[src/rtl/addr_region_decoder.sv]
`default_nettype none
// ============================================================================
// Module : addr_region_decoder
// Brief  : Programmable address-map lookup with lowest-index priority,
//          lockable rule table, registered one-cycle result and miss counter.
// Rev    : 1.0
// ============================================================================
module addr_region_decoder #(
  parameter int NumRules  = 9,
  parameter int AddrWidth = 64,
  parameter logic [NumRules-1:0][AddrWidth-1:0] DefaultBase = {
    64'h0000_0000_8000_0000,  // DRAM
    64'h0000_0000_3000_0000,  // Ethernet
    64'h0000_0000_2000_0000,  // SPI
    64'h0000_0000_1000_0000,  // UART
    64'h0000_0000_0C00_0000,  // PLIC
    64'h0000_0000_0200_0000,  // CLINT
    64'h0000_0000_0010_0000,  // GPIO
    64'h0000_0000_0001_0000,  // ROM
    64'h0000_0000_0000_0000   // Debug
  },
  parameter logic [NumRules-1:0][AddrWidth-1:0] DefaultLength = {
    64'h0000_0000_4000_0000,
    64'h0000_0000_0001_0000,
    64'h0000_0000_0080_0000,
    64'h0000_0000_0000_1000,
    64'h0000_0000_03FF_FFFF,
    64'h0000_0000_000C_0000,
    64'h0000_0000_0001_0000,
    64'h0000_0000_0001_0000,
    64'h0000_0000_0000_1000
  },
  parameter logic [NumRules-1:0][2:0] DefaultAttr = {
    3'b111, 3'b001, 3'b001, 3'b001, 3'b001, 3'b001, 3'b001, 3'b101, 3'b101
  },
  parameter int IdxWidth = (NumRules > 1) ? $clog2(NumRules) : 1
) (
  input  logic                 clk_i,
  input  logic                 rst_i,
  input  logic                 cfg_we_i,
  input  logic [IdxWidth-1:0]  cfg_idx_i,
  input  logic [AddrWidth-1:0] cfg_base_i,
  input  logic [AddrWidth-1:0] cfg_len_i,
  input  logic [2:0]           cfg_attr_i,
  input  logic                 cfg_lock_i,
  output logic                 cfg_err_o,
  output logic                 locked_o,
  input  logic                 req_valid_i,
  output logic                 req_ready_o,
  input  logic [AddrWidth-1:0] req_addr_i,
  output logic                 resp_valid_o,
  input  logic                 resp_ready_i,
  output logic                 resp_hit_o,
  output logic [IdxWidth-1:0]  resp_idx_o,
  output logic [2:0]           resp_attr_o,
  output logic [15:0]          miss_cnt_o
);

  logic [AddrWidth-1:0] r_base [NumRules];
  logic [AddrWidth-1:0] r_len  [NumRules];
  logic [2:0]           r_attr [NumRules];

  logic                 r_locked;
  logic                 r_cfg_err;
  logic                 r_resp_valid;
  logic                 r_resp_hit;
  logic [IdxWidth-1:0]  r_resp_idx;
  logic [2:0]           r_resp_attr;
  logic [15:0]          r_miss_cnt;

  logic [NumRules-1:0]  w_match;
  logic                 w_hit;
  logic [IdxWidth-1:0]  w_idx;
  logic [2:0]           w_attr;
  logic                 w_idx_ok;
  logic                 w_cfg_wr;
  logic                 w_req_fire;

  // Region end is formed one bit wider so a rule near the top never wraps to 0.
  for (genvar gi = 0; gi < NumRules; gi++) begin : g_match
    logic [AddrWidth:0] w_end;
    assign w_end       = {1'b0, r_base[gi]} + {1'b0, r_len[gi]};
    assign w_match[gi] = (r_len[gi] != '0) &&
                         (req_addr_i >= r_base[gi]) &&
                         ({1'b0, req_addr_i} < w_end);
  end

  always_comb begin
    w_hit  = 1'b0;
    w_idx  = '0;
    w_attr = '0;
    for (int i = NumRules - 1; i >= 0; i--) begin
      if (w_match[i]) begin
        w_hit  = 1'b1;
        w_idx  = IdxWidth'(i);
        w_attr = r_attr[i];
      end
    end
  end

  assign w_idx_ok    = (32'(cfg_idx_i) < 32'(NumRules));
  assign w_cfg_wr    = cfg_we_i && !r_locked && w_idx_ok;
  assign req_ready_o = !r_resp_valid || resp_ready_i;
  assign w_req_fire  = req_valid_i && req_ready_o;

  always_ff @(posedge clk_i) begin
    if (rst_i) begin
      for (int i = 0; i < NumRules; i++) begin
        r_base[i] <= DefaultBase[i];
        r_len[i]  <= DefaultLength[i];
        r_attr[i] <= DefaultAttr[i];
      end
      r_locked     <= 1'b0;
      r_cfg_err    <= 1'b0;
      r_resp_valid <= 1'b0;
      r_resp_hit   <= 1'b0;
      r_resp_idx   <= '0;
      r_resp_attr  <= '0;
      r_miss_cnt   <= '0;
    end else begin
      r_cfg_err <= cfg_we_i && !w_cfg_wr;
      for (int i = 0; i < NumRules; i++) begin
        if (w_cfg_wr && (cfg_idx_i == IdxWidth'(i))) begin
          r_base[i] <= cfg_base_i;
          r_len[i]  <= cfg_len_i;
          r_attr[i] <= cfg_attr_i;
        end
      end
      if (cfg_lock_i) begin
        r_locked <= 1'b1;
      end
      if (w_req_fire) begin
        r_resp_valid <= 1'b1;
        r_resp_hit   <= w_hit;
        r_resp_idx   <= w_idx;
        r_resp_attr  <= w_attr;
        if (!w_hit && (r_miss_cnt != 16'hFFFF)) begin
          r_miss_cnt <= r_miss_cnt + 16'd1;
        end
      end else if (resp_ready_i) begin
        r_resp_valid <= 1'b0;
      end
    end
  end

  assign cfg_err_o    = r_cfg_err;
  assign locked_o     = r_locked;
  assign resp_valid_o = r_resp_valid;
  assign resp_hit_o   = r_resp_hit;
  assign resp_idx_o   = r_resp_idx;
  assign resp_attr_o  = r_resp_attr;
  assign miss_cnt_o   = r_miss_cnt;

endmodule
`default_nettype wire

[config.mk]
export PLATFORM = sky130hd
export DESIGN_NAME = addr_region_decoder
export DESIGN_NICKNAME = d
export VERILOG_FILES = /design/src/rtl/addr_region_decoder.sv
export SDC_FILE = /design/constraint.sdc
export NUM_CORES = 2
export LEC_CHECK = 0
export BUFFER_PORTS_ARGS = -buffer_cell sky130_fd_sc_hd__clkbuf_2
export CORE_ASPECT_RATIO = 1.1
export CORE_MARGIN = 2
export CORE_UTILIZATION = 55
export DETAILED_ROUTE_END_ITERATION = 16
export PLACE_DENSITY = 0.68
export SLEW_MARGIN = 20
export SYNTH_ARGS = -nofsm -noshare
export SYNTH_HDL_FRONTEND = slang
export SYNTH_SLANG_ARGS = --single-unit
[constraint.sdc]
create_clock -name clk_i -period 8.8 [get_ports clk_i]
set_input_delay 0.88 -clock clk_i [delete_from_list [all_inputs] [get_ports clk_i]]
set_output_delay 0.88 -clock clk_i [all_outputs]
set_load 0.05 [all_outputs]
==> results.txt <==
- Commonest cells after routing, fill and taps aside: 1,720 x ha_1, 1,179 x edfxtp_1, 857 x a21oi_1
* Area grow syn2layout: 9.75%
- Clock Skew: 0.0358 ns
- Dividing total power by cell area gives a power density of 165 mW/mm².
- Count of cells along the worst register-to-register path: 24
* Register clock-pin slew on the reported worst setup and hold paths: 0.06 ns
- HPWL Detailed: 274 mm
- Summed over all instances, the cell type with the most area after synthesis is edfxtp_1.
- The count of buffers added on input and output ports is 232.
- Combined flip-flop and latch cell area: 0.0359 mm²
* Class of the most critical hold timing path: in -> reg
- FMAX: 0.118 GHz
- The flow ran to the end, and the final reports show no timing, DRC or antenna violations.
- Critical path cell sequence: ha_1 > fa_1 > a211oi_1 > o21ai_0 > nand4bb_1 > a21oi_1 > o21ai_0 > nor3_1 > a21bo_2 > a311o_1 > a41oi_1 > o31ai_1 > a21oi_1 > xor2_1 > ha_1 > a2111oi_1 > o211ai_1 > o31ai_2 > a21o_1 > o221ai_1 > nor2_1 > nor2_1 > o311ai_0 > nand2_1
* Highest ir drop seen on vdd: 233 µV
- Of the synthesized area, sequential elements account for 0.373.
- Final estimated routing congestion in global placement: 1.01
* Overall Global Routing Usage: 0.371
- The startpoint identified for the worst register-to-register timing path is r_len[0][384].
- CP max stage cell: a2111oi_1
- Subtracting the final worst setup slack from the clock period gives 8.50 ns.
* EDFF count, synth: 1,179
- Most common flop cell mapped by yosys: edfxtp_1
- Counting flops with an async set or reset pin after synthesis yields a share of 0.
* Count of routing violations after the opening detailed-route iteration: 8,409
- In the final layout, the share of cells above drive strength 1 is 0.0675.
- Number of antenna violations at the first check in global routing: 17
* Starting Density: 0.552
- Clock Latency Late Sink: 0.82 ns
- Hold repair after CTS inserted 0 buffers.
- Final Hold Fails: 0
- The netlist uses 96 different library cells.
- The most critical setup path has its endpoint at resp_idx_o[0].
- Placeable core region: 0.175 mm²
- Total clock sinks: 1,206
- Yosys synthesis warning count: 0
- Drt total wl: 340 mm
- Net count after synthesis: 11,469
* Critical path peak fanout: 4
* Post-synthesis instance area: 0.0964 mm²
- Classification of the worst setup path: reg -> reg
- Number of buffers created by CTS: 141
* Top post-synthesis cells by area: edfxtp_1 37%, ha_1 22%, a21oi_1 4.4%
* Clk buf depth: 3
- The final number of max-transition violations is 0.
- At the pin with the least slew margin, the transition time is 1.29 ns.
- Critical path launch point: r_len[0][384]
* Setup repair after global routing missed its margin: no
- CTS tree: yes
- Share of the clock period used by the worst path after layout: 0.966
- Antenna Violating Nets Remaining: 0
* Post-detailed-route via-to-cell ratio: 6.49
- Utilization after layout: 0.606
- CP Data Required Time: 9.48 ns
- For this run the aggregate overflow at the end of global routing stands at 0.
- Die H: 443 µm
* Largest stage delay on the critical path: 0.78 ns
- The die is 403 µm wide.
* Remaining design rule violation count: 0
- Share of the synthesized area in the top cell type: 0.367
- Setup TNS: 0 ns
* Kind of capture point of the worst setup path: flip-flop
- Total number of vias: 79,966
- The worst pin sits at a relative slew slack of 0.132.
- I/O pin total: 233
* Number of buffers inserted by post-CTS setup repair: 0
- Entering global routing, the biggest net connects 150 pins.
* Root Buffer Master: clkbuf_16
- Most frequent standard cell in the layout excluding fill and tap cells: ha_1
- The filler cells instantiated in the layout total 14,868.
- The initialized floorplan defines 161 standard-cell rows.
* Number of synthesized register bits: 1,206
* Vias in the first global route: 74,944
* Final setup violating endpoints: 0
* Final net count: 11,847
- For flop-to-flop paths, the worst setup slack is 0.30 ns.
* Maxcap violations: 0
- Total iterations of the first detailed-routing run: 6
- Summing all multi-input logic gate instances after layout gives 0.0574 mm².
- Avg Synthesized Cell Area: 10.1 µm²
- Reg-to-reg endpoint: resp_idx_o[0]
* Critical path data arrival time: 9.18 ns
* Routed wirelength normalized by instance count: 27.6 µm
- The die covers 0.179 mm².
- After clock tree synthesis, the repair step resized 0 gates.
* Wire length of the first global-routing pass: 490 mm
* Leakage Power: 46.5 nW
- CTS H-Tree Depth: 4
* Synthesized netlist cell count: 9,535
- Critical Path Source Type: flip-flop
## critical path: cells and delay by family (launching register included)
family                     cells  cell delay [ns]
adders and majority gates      3             0.92
and+or+nand+nor                5             1.23
DFF                            1             0.40
AOI/OAI and AO/OA             15             5.64
xor gates and xnor gates       1             0.17
## state kept, by name (all words and copies together), names as in the netlist
name and cells:
locked_o 1, resp_valid_o 1, resp_hit_o 1, r_len 576, r_attr 27, miss_cnt_o 16
resp_attr_o 3, r_base 576, resp_idx_o 4, cfg_err_o 1
## metrics by stage
step           setup slack [ns]  total power, mW  hold slack (ns)  cells  cell area [µm²]
2_1_floorplan              2.40             9.85            0.530   9535            96400
3_3_place_gp            0.00629             11.2            0.458  12052           101000
3_5_place_dp              0.313             11.3            0.453  12052           101000
4_1_cts                   0.257             17.3            0.227  12310           106000
5_1_grt                  0.0904             18.1            0.268  12311           106000
6_report                  0.303             17.4            0.272  12316           106000
## cells by family after synthesis
family                   after synthesis  share of synthesized area
AO/OA/AOI/OAI                       2867                      0.193
AND/OR/NAND/NOR                     2338                      0.127
adder cells (fa/ha/maj)             1729                      0.225
flip-flops                          1206                      0.373
buffers and inverters                865                     0.0338
XOR/XNOR                             525                     0.0477
multiplexers                           5                   0.000545
## report_power, final
group	internal (mW)	total (mW)	switching, mW
sequential	6.62	6.84	0.226
combinational	1.71	4.44	2.73
clock	3.58	6.14	2.56
total	11.9	17.4	5.51
## area by class of cell
cell class / count / share of cell area
well taps: 2282 / 0.0270
inverters: 759 / 0.0269
diodes: 6 / 0.000142
flip-flops and latches: 1206 / 0.340
multi-input cells: 7464 / 0.543
clock buffers: 169 / 0.0358
clock inverters: 89 / 0.00904
repair buffers: 341 / 0.0188
## routing by layer
layer  track usage  routed length [µm]  vias up  share of wire
met4         0.190               19600        4          0.057
li1              -                   -    37328              -
met3        0.0573               25500      820          0.075
met5             0                  28        -       0.000082
met2         0.587              152000     3469           0.45
met1         0.492              143000    38345           0.42
## cells in the mapped netlist (19+ instances only)
cell type  instances
and4_1            41
a31oi_1           72
a211oi_1         128
o21a_1           110
a21oi_1          857
or3_1             52
a211o_1           40
dfxtp_1           27
clkbuf_1          97
o31ai_1           38
or2_2             32
nand4_1          271
ha_1            1720
o2111ai_1         29
a2111oi_0         52
and2_1           165
a31o_2            29
nor2b_1          102
xnor2_1          268
nor2_1           412
a221oi_1          34
nand2b_1         157
and3_1            66
o31a_1            22
xor2_1           257
nand2_1          438
edfxtp_1        1179
nor3_1           152
inv_1            759
o21ai_0          537
nand3_1          201
nor4_1           200
a21o_1           511
o21bai_1         106
o211ai_1          76
a221o_1           24
a41oi_1           19
## worst min-delay path by stage
stage,cells after the start,startpoint,slack (ns),end
floorplan,2,r_attr[0][7],0.53,resp_attr_o[1]
finish,3,cfg_lock_i,0.27,locked_o
detailed placement,2,resp_idx_o[1],0.45,resp_idx_o[1]
global route,3,cfg_lock_i,0.27,locked_o
CTS,3,cfg_lock_i,0.23,locked_o
global placement,2,resp_idx_o[1],0.46,resp_idx_o[1]
Power figures use the tool's default switching activity.
